**src/rtl/bfm_core_if.sv**
```systemverilog
// rtl/bfm_core_if.sv - operand/result bus of the bfm_core pipelined ALU
interface bfm_core_if #(
  parameter int WIDTH = 8
);
  logic [WIDTH-1:0] A_s;
  logic [WIDTH-1:0] B_s;
  logic [WIDTH-1:0] res_o;

  modport master (output A_s, output B_s, input  res_o);
  modport slave  (input  A_s, input  B_s, output res_o);
endinterface

```
**src/rtl/bfm_core.sv**
```systemverilog
// rtl/bfm_core.sv - pipelined two-operand ALU, result after PIPE_STAGES registers
// Optional saturating arithmetic: define BFM_CORE_SAT_EN.
module bfm_core #(
  parameter int WIDTH       = 8,
  parameter int OP          = 0,
  parameter int PIPE_STAGES = 1
) (
  input  logic       clk_i,
  input  logic       reset_i,
  bfm_core_if.slave  bus
);

  if (PIPE_STAGES < 1 || PIPE_STAGES > 4) begin : g_bad_stages
    $error("bfm_core: PIPE_STAGES must be in 1..4");
  end

  logic [WIDTH-1:0] op_d;
  logic [WIDTH-1:0] stage_q [PIPE_STAGES];

`ifdef BFM_CORE_SAT_EN
  logic [WIDTH:0]     sum_w;
  logic [WIDTH:0]     diff_w;
  logic [2*WIDTH-1:0] prod_w;

  always_comb begin
    sum_w  = {1'b0, bus.A_s} + {1'b0, bus.B_s};
    diff_w = {1'b0, bus.A_s} - {1'b0, bus.B_s};
    prod_w = {{WIDTH{1'b0}}, bus.A_s} * {{WIDTH{1'b0}}, bus.B_s};
    op_d   = sum_w[WIDTH] ? '1 : sum_w[WIDTH-1:0];
    case (OP)
      1:       op_d = diff_w[WIDTH] ? '0 : diff_w[WIDTH-1:0];
      2:       op_d = (|prod_w[2*WIDTH-1:WIDTH]) ? '1 : prod_w[WIDTH-1:0];
      3:       op_d = bus.A_s & bus.B_s;
      4:       op_d = bus.A_s | bus.B_s;
      5:       op_d = bus.A_s ^ bus.B_s;
      default: ;
    endcase
  end
`else
  // Operands and result share WIDTH, so each expression wraps mod 2^WIDTH.
  always_comb begin
    op_d = bus.A_s + bus.B_s;
    case (OP)
      1:       op_d = bus.A_s - bus.B_s;
      2:       op_d = bus.A_s * bus.B_s;
      3:       op_d = bus.A_s & bus.B_s;
      4:       op_d = bus.A_s | bus.B_s;
      5:       op_d = bus.A_s ^ bus.B_s;
      default: ;
    endcase
  end
`endif

  always_ff @(posedge clk_i or negedge reset_i) begin
    if (!reset_i) begin
      for (int i = 0; i < PIPE_STAGES; i++) stage_q[i] <= '0;
    end else begin
      stage_q[0] <= op_d;
      for (int i = 1; i < PIPE_STAGES; i++) stage_q[i] <= stage_q[i-1];
    end
  end

  assign bus.res_o = stage_q[PIPE_STAGES-1];

endmodule

```
**src/flat_wrapper.sv**
```systemverilog
// flat-port wrapper written by rule: the top's interface ports become plain ports
module bfm_core_flat 
#(
  parameter int WIDTH       = 8,
  parameter int OP          = 0,
  parameter int PIPE_STAGES = 1
)
  (clk_i, reset_i, bus_A_s, bus_B_s, bus_res_o);
  bfm_core_if #(.WIDTH(WIDTH)) bus_i ();
  input  logic clk_i;
  input  logic reset_i;
  input wire logic [$bits(bus_i.A_s)-1:0] bus_A_s;
  input wire logic [$bits(bus_i.B_s)-1:0] bus_B_s;
  output wire logic [$bits(bus_i.res_o)-1:0] bus_res_o;
  assign bus_i.A_s = bus_A_s;
  assign bus_i.B_s = bus_B_s;
  assign bus_res_o = bus_i.res_o;
  bfm_core #(.WIDTH(WIDTH), .OP(OP), .PIPE_STAGES(PIPE_STAGES)) u_core (.clk_i(clk_i), .reset_i(reset_i), .bus(bus_i));
endmodule
```
**config.mk**
```make
export PLATFORM = sky130hd
export DESIGN_NAME = bfm_core_flat
export DESIGN_NICKNAME = d
export VERILOG_FILES = /design/src/rtl/bfm_core_if.sv /design/src/rtl/bfm_core.sv /design/src/flat_wrapper.sv
export SDC_FILE = /design/constraint.sdc
export NUM_CORES = 1
export LEC_CHECK = 0
export CAP_MARGIN = 10
export CORE_MARGIN = 5
export CORE_UTILIZATION = 34
export CTS_BUF_LIST = sky130_fd_sc_hd__clkbuf_16
export DETAILED_ROUTE_END_ITERATION = 8
export MAX_ROUTING_LAYER = met4
export PLACE_DENSITY_LB_ADDON = 0.12
export SLEW_MARGIN = 5
export SYNTH_ARGS = -nofsm -noshare
export SYNTH_HDL_FRONTEND = slang
export SYNTH_SLANG_ARGS = --single-unit
```
**constraint.sdc**
```tcl
create_clock -name clk_i -period 0.8 [get_ports clk_i]
set_input_delay 0.08 -clock clk_i [delete_from_list [all_inputs] [get_ports clk_i]]
set_output_delay 0.08 -clock clk_i [all_outputs]
set_load 0.005 [all_outputs]
```
==> out/metrics.cfg, run 1 <==
[critical_path]
startpoint_type = primary input
critPathSlowestCell = o31a_1
critPathTopFamily = compound AO/OA/AOI/OAI gates
crit_fanout = 3
crit_cells = 7
cp_cell_sequence = buf_6 -> ha_4 -> inv_2 -> fa_2 -> nor2b_4 -> o31a_1 -> o311ai_2
cp.arrival_ns = 1.20
crit_path_end = u_core.bus.res_o[6]$_DFF_PN0_
crit_start = bus_A_s[0]
required_ns = 0.91
critPathMaxStageDelay_ns = 0.27
endpoint_kind = flop
path_buf_inv = 2
path_class = in2reg

[timing]
finalHoldViolCount = 0
drv_slew = 0
finalSetupViolCount = 5
fmax_ghz = 0.9176
fin_crit_sh_pct = 136.2
final.min_clock_period_ns = 1.090
worst_slack_ns = -0.2898
relSlewSlack_pct = 76.24
worstMarginPinSlew_ns = 0.3553
rsz0062_at_grt = true

[finish]
drive_gt1_share_pct = 61.80
largest_reg_flops = 8
final_nets = 117
fillCellCount = 105
final_cell_area_um2 = 1071
final_cells = 105
final_core_util_pct = 71.93
area_growth_pct = 101.4
antenna_cells = 0

[hold_path]
hold_path_depth = 2
holdCritPathClass = in2reg

[place]
place_area_um2 = 847.1
port_buffers = 25
hpwl_um = 1026
dp_cells = 95
gp_congestion = 0.7761

[global_route]
grt-ovfl-total = 0
grt_pass1_vias = 580
grtUsageTotal_pct = 14.74
grt_pass1_wl_um = 2697
grt_max_degree = 9
antenna_found_initial = 0

[clocking]
cts_hold_buffers = 0
cts.sink_count = 8
clock_path_buffers = 2
path_clk_slew_ns = 0.04
cts_buffers = 3
clockRootBuffer = clkbuf_16
cts_tree = done
cts_max_level = 1

[route]
vias = 554
drt_iter0_markers = 10
vias_per_cell = 5.276
drt.antenna.violating_nets = 0
drc = 0
drt-wirelength-per-cell_um = 16.10
wirelength_um = 1690
drt_pass1_iterations = 4

[floorplan]
die_h_um = 49.55
std_cell_rows = 14
coreArea_um2 = 1489
pin_count = 26
start_util_pct = 35.71
die_x_um = 49.55
dieArea_um2 = 2455

[pwr]
leakage_nw = 0.4690
p_sw_share_pct = 24.57
p_seq_share_pct = 25.1
ir_drop_mv = 0.8197
power.total_mw = 1.964
p_sw_mw = 0.4826
combPwrFrac_pct = 32.7
p_clk_share_pct = 42.2
cell_internal_pwr_mw = 1.482
powerDensity_nw_per_um2 = 1834

[run_status]
run_status = finished with violations
violations = negative setup slack

[logic_synthesis]
syn_nets = 76
yosysSeqAreaShare_pct = 37.65
synth_area_per_cell_um2 = 10.64
netlist_area_um2 = 531.8
synth_warnings = 0
synth-seq-cells = 8
synthDistinctLibCells = 24
netlist_instances = 50

[run]
drv_cap = 0

-- synth_stat cells, drive strengths merged --
cell | instances | share of area [%]
dfrtp | 8 | 38
ha | 7 | 16
a21oi | 5 | 4.7
inv | 5 | 3.5
o211ai | 3 | 4.2
nor2b | 2 | 3.8
o21ai | 2 | 1.9
o311ai | 2 | 3.3
xnor2 | 2 | 3.3
xor2 | 2 | 3.3
a211oi | 1 | 1.4
a21o | 1 | 1.4
a221oi | 1 | 1.6
fa | 1 | 3.8
nand2 | 1 | 0.71
nand2b | 1 | 1.2
nor2 | 1 | 0.71
nor3 | 1 | 0.94
nor3b | 1 | 1.4
o21a | 1 | 1.4
o2bb2ai | 1 | 1.6
o31a | 1 | 1.6
-- area by class of cell --
class,count,area (µm²),share of cell area [%]
clock buffers,3,75.07,7.009
inverters,5,18.77,1.752
multi-input cells,37,466.7,43.57
flip-flops and latches,8,200.2,18.69
well taps,16,20.02,1.869
repair buffers,36,290.3,27.10
-- power by group through the flow --
stage | Sequential, mW | Combinational, mW | Clock (mW)
4_1_cts | 0.494 | 0.594 | 0.841
3_5_place_dp | 0.498 | 0.523 | 0
2_1_floorplan | 0.510 | 0.208 | 0
3_3_place_gp | 0.497 | 0.513 | 0
6_report | 0.493 | 0.643 | 0.829
5_1_grt | 0.501 | 0.699 | 0.880
-- cells by family after synthesis --
| logic type | count (synthesis) | synth area share (%) |
|---|---|---|
| compound gates | 18 | 23.30 |
| fa+ha+maj | 8 | 20.23 |
| xor+xnor | 4 | 6.589 |
| simple gates | 7 | 8.705 |
| buf+inv | 5 | 3.530 |
| flops | 8 | 37.65 |
-- worst min-delay path by stage --
| stage | start | slack, ns | to |
|---|---|---|---|
| floorplan | reset_i | -0.22 | u_core.bus.res_o[0]$_DFF_PN0_ |
| global placement | reset_i | 0.37 | u_core.bus.res_o[4]$_DFF_PN0_ |
| detailed placement | reset_i | 0.38 | u_core.bus.res_o[0]$_DFF_PN0_ |
| CTS | bus_B_s[0] | 0.06 | u_core.bus.res_o[0]$_DFF_PN0_ |
| global route | bus_B_s[0] | 0.07 | u_core.bus.res_o[0]$_DFF_PN0_ |
| finish | bus_B_s[0] | 0.07 | u_core.bus.res_o[0]$_DFF_PN0_ |
-- cells in the final DEF, fill, tap and decap left out, drive strengths merged --
| cell | synthesis | routed |
|---|---|---|
| o31a | 1 | 1 |
| o311ai | 2 | 2 |
| nor3 | 1 | 1 |
| xor2 | 2 | 2 |
| a21oi | 5 | 5 |
| dfrtp | 8 | 8 |
| o21ai | 2 | 2 |
| clkbuf | 0 | 5 |
| clkdlybuf4s50 | 0 | 3 |
| xnor2 | 2 | 2 |
| a21o | 1 | 1 |
| fa | 1 | 1 |
| o211ai | 3 | 3 |
| buf | 0 | 27 |
| a221oi | 1 | 1 |
| inv | 5 | 5 |
| a211oi | 1 | 1 |
| nor2b | 2 | 2 |
| nor2 | 1 | 1 |
| nand2 | 1 | 1 |
| dlygate4sd2 | 0 | 2 |
| ha | 7 | 7 |
| clkdlybuf4s15 | 0 | 2 |
| nand2b | 1 | 1 |
| nor3b | 1 | 1 |
| o21a | 1 | 1 |
| o2bb2ai | 1 | 1 |
-- metrics by stage --
step                      setup slack (ns)  hold slack (ns)  setup TNS, ns
after floorplan                    -0.3272          -0.2156         -1.316
after global placement             -0.8773           0.3729         -5.863
after detailed placement           -0.9500           0.3752         -6.044
after CTS                          -0.2564          0.06228        -0.9037
after global routing               -0.3507          0.07001         -1.323
final                              -0.2898          0.06544         -1.042
-- repair_timing --
item | in CTS | in global routing
pin swaps | 17 | 10
setup buffers | 5 | 3
setup endpoints to repair | 15 | 12
gates resized for setup | 100 | 11
-- per-layer routing --
layer / up-vias / wire length, µm / global-route usage, %
met4: 0 / 8 / 10.04
met3: 2 / 134 / 4.217
met5: - / 0 / -
met1: 268 / 679 / 16.64
li1: 264 / - / -
met2: 20 / 867 / 22.25
No activity file was read; power rests on OpenSTA's default activity.
==> run 2, diff against run 1 <==
--- a/config.mk
+++ b/config.mk
@@ -16,3 +16,4 @@
 export SYNTH_ARGS = -nofsm -noshare
 export SYNTH_HDL_FRONTEND = slang
 export SYNTH_SLANG_ARGS = --single-unit
+export TNS_END_PERCENT = 30
==> out/metrics.cfg, run 2 (synthesized netlist as in run 1, its figures left out) <==
[route]
drt_iter0_markers = 11
drt-wirelength-per-cell_um = 14.15
drt_pass1_iterations = 4
wl_met3_um = 85
drt-met1-wl_um = 680
highest_layer = met4
drc = 0
wirelength_um = 1486
drt.antenna.violating_nets = 0
vias_per_cell = 5.133
routed-wl-met2_um = 664
vias = 539

[global_route]
grt_pass1_vias = 520
grt_pass1_wl_um = 2235
grt-ovfl-total = 0
antenna_found_initial = 0
grtUsageTotal_pct = 12.60
grt_max_degree = 9

[timing]
fmax_ghz = 0.9948
finalHoldViolCount = 0
final.min_clock_period_ns = 1.005
relSlewSlack_pct = 77.02
fin_crit_sh_pct = 125.7
worstMarginPinSlew_ns = 0.3436
finalSetupViolCount = 6
setup_tns_ns = -0.6956
worst_slack_ns = -0.2052
rsz0062_at_grt = true
holdWs_ns = 0.06001
drv_slew = 0

[finish]
area_growth_pct = 94.35
final_cell_area_um2 = 1033
drive_gt1_share_pct = 64.04
largest_reg_flops = 8
final_core_util_pct = 69.41
layout_commonest_cell = clkbuf_2
antenna_cells = 0
final_cell_mix = 12 x clkbuf_2, 10 x buf_4, 8 x dfrtp_1
final_nets = 117

[run_status]
violations = negative setup slack
run_status = finished with violations

[place]
hpwl_um = 1023
gp_congestion = 0.7761
port_buffers = 25
place_area_um2 = 847.1

[floorplan]
die_h_um = 49.55
coreArea_um2 = 1489
start_util_pct = 35.71
die_x_um = 49.55
pin_count = 26
dieArea_um2 = 2455
std_cell_rows = 14

[pwr]
ir_drop_mv = 1.202
powerDensity_nw_per_um2 = 1872
leakage_nw = 0.4562

[critical_path]
critPathTopFamily = compound AO/OA/AOI/OAI gates
cp_cell_sequence = buf_6 -> ha_4 -> inv_2 -> fa_2 -> nor2b_4 -> o31a_1 -> o311ai_2
cp.arrival_ns = 1.14
endpoint_kind = flop
critPathSlowestCell = o31a_1
path_buf_inv = 2
startpoint_type = primary input
required_ns = 0.93
crit_fanout = 3
critPathMaxStageDelay_ns = 0.27
path_class = in2reg

[clocking]
cts_max_level = 1
clockRootBuffer = clkbuf_16
cts_hold_buffers = 0
path_clk_slew_ns = 0.04
cts_tree = done
clock_path_buffers = 2
cts.sink_count = 8
cts_buffers = 3

[hold_path]
holdCritPathClass = in2reg

[run]
drv_cap = 0

==> run 2: cell count changes in the layout (fill, tap and decap cells not counted), sizes merged <==
cell / previous run / this run
buf: 27 / 19
clkbuf: 5 / 15
clkdlybuf4s15: 2 / 1
dlygate4sd2: 2 / 1
==> run 2: final timing paths <==
path / from / endpoint / cells after the start / slack, ns
setup / recovery: bus_A_s[0] / u_core.bus.res_o[6]$_DFF_PN0_ / 7 / -0.21
hold / removal: bus_B_s[0] / u_core.bus.res_o[0]$_DFF_PN0_ / 2 / 0.06
max in group asynchronous: reset_i / u_core.bus.res_o[5]$_DFF_PN0_ / 1 / 0.43
min in group asynchronous: reset_i / u_core.bus.res_o[3]$_DFF_PN0_ / 1 / 0.12
==> run 2: where the power goes <==
group,internal (mW),total (mW),switching [mW],leakage [nW]
combinational,0.342,0.608,0.267,0.326
clock,0.644,0.833,0.189,0.0370
sequential,0.476,0.493,0.0172,0.0932
==> run 2: cell type report <==
type,count,area (µm²)
Fill cell,118,455.4
Inverter,5,18.77
Multi-Input combinational cell,37,459.2
Tap cell,16,20.02
Sequential cell,8,200.2
Timing Repair Buffer,36,260.3
Clock buffer,3,75.07
==> run 2: timing repair <==
item / CTS / global route
hold endpoints to repair: 0 / 0
setup buffers: 5 / 2
resized for setup: 79 / 22
endpoints found under the setup margin: 15 / 14
pin swaps: 20 / 8
==> run 2: per-stage QoR <==
step | power [mW] | worst slack (ns) | instances
detailed placement | 1.021 | -0.9100 | 95
floorplan | 0.7176 | -0.3272 | 50
finish | 1.934 | -0.2052 | 105
global placement | 1.009 | -0.8775 | 95
global route | 2.043 | -0.2753 | 105
CTS | 1.937 | -0.2235 | 103
==> run 2: layer usage <==
metal  GRT usage (%)  vias up
met2           16.95       20
met3           3.313        4
met4           11.79        0
li1                -      264
met5               -        -
met1           14.87      251
==> run 3, diff against run 2 <==
--- a/config.mk
+++ b/config.mk
@@ -7,7 +7,7 @@
 export LEC_CHECK = 0
 export CAP_MARGIN = 10
 export CORE_MARGIN = 5
-export CORE_UTILIZATION = 34
+export CORE_UTILIZATION = 38
 export CTS_BUF_LIST = sky130_fd_sc_hd__clkbuf_16
 export DETAILED_ROUTE_END_ITERATION = 8
 export MAX_ROUTING_LAYER = met4
==> constraint.sdc (replaced) <==
create_clock -name clk_i -period 1 [get_ports clk_i]
set_input_delay 0.1 -clock clk_i [delete_from_list [all_inputs] [get_ports clk_i]]
set_output_delay 0.1 -clock clk_i [all_outputs]
set_load 0.005 [all_outputs]
==> out/metrics.cfg, run 3 (synthesized netlist as in run 1, its figures left out) <==
[run_status]
violations = negative setup slack
run_status = finished with violations

[hold_path]
hold_start = bus_B_s[0]
holdCritPathClass = in2reg

[finish]
final_cell_mix = 8 x dlygate4sd2_1, 8 x dfrtp_1, 7 x ha_4, 7 x buf_4, 5 x clkdlybuf4s15_1
final_cell_area_um2 = 1061
largest_reg_flops = 8
antenna_cells = 0
area_growth_pct = 99.53
final_cells = 102
final_core_util_pct = 80.53
final_nets = 115
drive_gt1_share_pct = 49.43

[route]
wirelength_um = 1527
drt_pass1_iterations = 2
drt.antenna.violating_nets = 0
drc = 0
vias = 553
drt_iter0_markers = 1
vias_per_cell = 5.422
drt-wirelength-per-cell_um = 14.97

[floorplan]
dieArea_um2 = 2248
pin_count = 26
std_cell_rows = 13
coreArea_um2 = 1318
die_h_um = 47.41
start_util_pct = 40.36
die_x_um = 47.41

[timing]
finalSetupViolCount = 1
fmax_ghz = 0.9786
holdWs_ns = 0.08931
worstMarginPinSlew_ns = 0.3512
final.min_clock_period_ns = 1.022
relSlewSlack_pct = 76.52
rsz0062_at_grt = true
fin_crit_sh_pct = 102.2
setup_tns_ns = -0.02185
worst_slack_ns = -0.02185
drv_slew = 0
finalHoldViolCount = 0

[critical_path]
cp.arrival_ns = 1.15
endpoint_kind = flop
crit_start = bus_A_s[0]
critPathSlowestCell = o31a_1
startpoint_type = primary input
path_buf_inv = 2
critPathTopFamily = compound AO/OA/AOI/OAI gates
critPathMaxStageDelay_ns = 0.25
crit_fanout = 3
required_ns = 1.13
cp_cell_sequence = buf_6 -> ha_4 -> inv_2 -> fa_2 -> nor2b_4 -> o31a_1 -> o311ai_1
path_class = in2reg

[place]
place_ws_ns = -0.7114
place_area_um2 = 853.3
hpwl_um = 1039
port_buffers = 25
gp_congestion = 0.7995
dp_cells = 95

[global_route]
grt_pass1_vias = 593
grt-ovfl-total = 0
grt_max_degree = 9
grt_pass1_wl_um = 2539
antenna_found_initial = 0
grtUsageTotal_pct = 17.04

[clocking]
cts_buffers = 3
cts_max_level = 1
path_clk_slew_ns = 0.03
clock_path_buffers = 2
clockRootBuffer = clkbuf_16
cts.sink_count = 8
cts_tree = done

[pwr]
powerDensity_nw_per_um2 = 1464
power.total_mw = 1.553
ir_drop_mv = 0.7267
leakage_nw = 0.4633

[run]
drv_cap = 0

==> run 3: changes by cell type in the layout (fill, tap and decap cells not counted), moves of 3 or more <==
| cell | change |
|---|---|
| clkbuf_2 | -9 |
| buf_4 | -3 |
| clkdlybuf4s15_1 | +4 |
| dlygate4sd2_1 | +7 |
==> run 3: cell type report <==
cell class	instances	area [µm²]
well taps	15	18.77
inverters	5	18.77
flip-flops and latches	8	200.2
multi-input cells	37	465.4
fillers	87	256.5
repair buffers	34	282.8
clock buffers	3	75.07
==> run 3: path summary, 6_finish.rpt <==
check	end	slack [ns]	cells past startpoint
worst max-delay path	u_core.bus.res_o[6]$_DFF_PN0_	-0.02	7
max in group asynchronous	u_core.bus.res_o[2]$_DFF_PN0_	0.60	1
worst min-delay path	u_core.bus.res_o[0]$_DFF_PN0_	0.09	2
min in group asynchronous	u_core.bus.res_o[7]$_DFF_PN0_	0.15	1
==> run 3: routing by layer <==
| metal | vias up | global-route usage, % | routed length, µm |
|---|---|---|---|
| met5 | - | - | 0 |
| met4 | 0 | 9.392 | 27 |
| met3 | 4 | 4.135 | 118 |
| met2 | 22 | 30.75 | 803 |
| met1 | 267 | 16.32 | 578 |
| li1 | 260 | - | - |
==> run 3: power breakdown <==
group | leakage [nW] | internal [mW] | total [mW] | switching (mW)
clock network | 0.0370 | 0.514 | 0.658 | 0.144
logic | 0.333 | 0.286 | 0.500 | 0.214
registers | 0.0932 | 0.381 | 0.395 | 0.0139
total | 0.463 | 1.18 | 1.55 | 0.372
==> run 3: repair_timing <==
item / 4_1_cts / 5_1_grt
gates resized for setup: 64 / 15
setup buffers: 3 / 1
pin swaps: 19 / 10
hold buffers: 0 / 0
setup endpoints to repair: 15 / 4
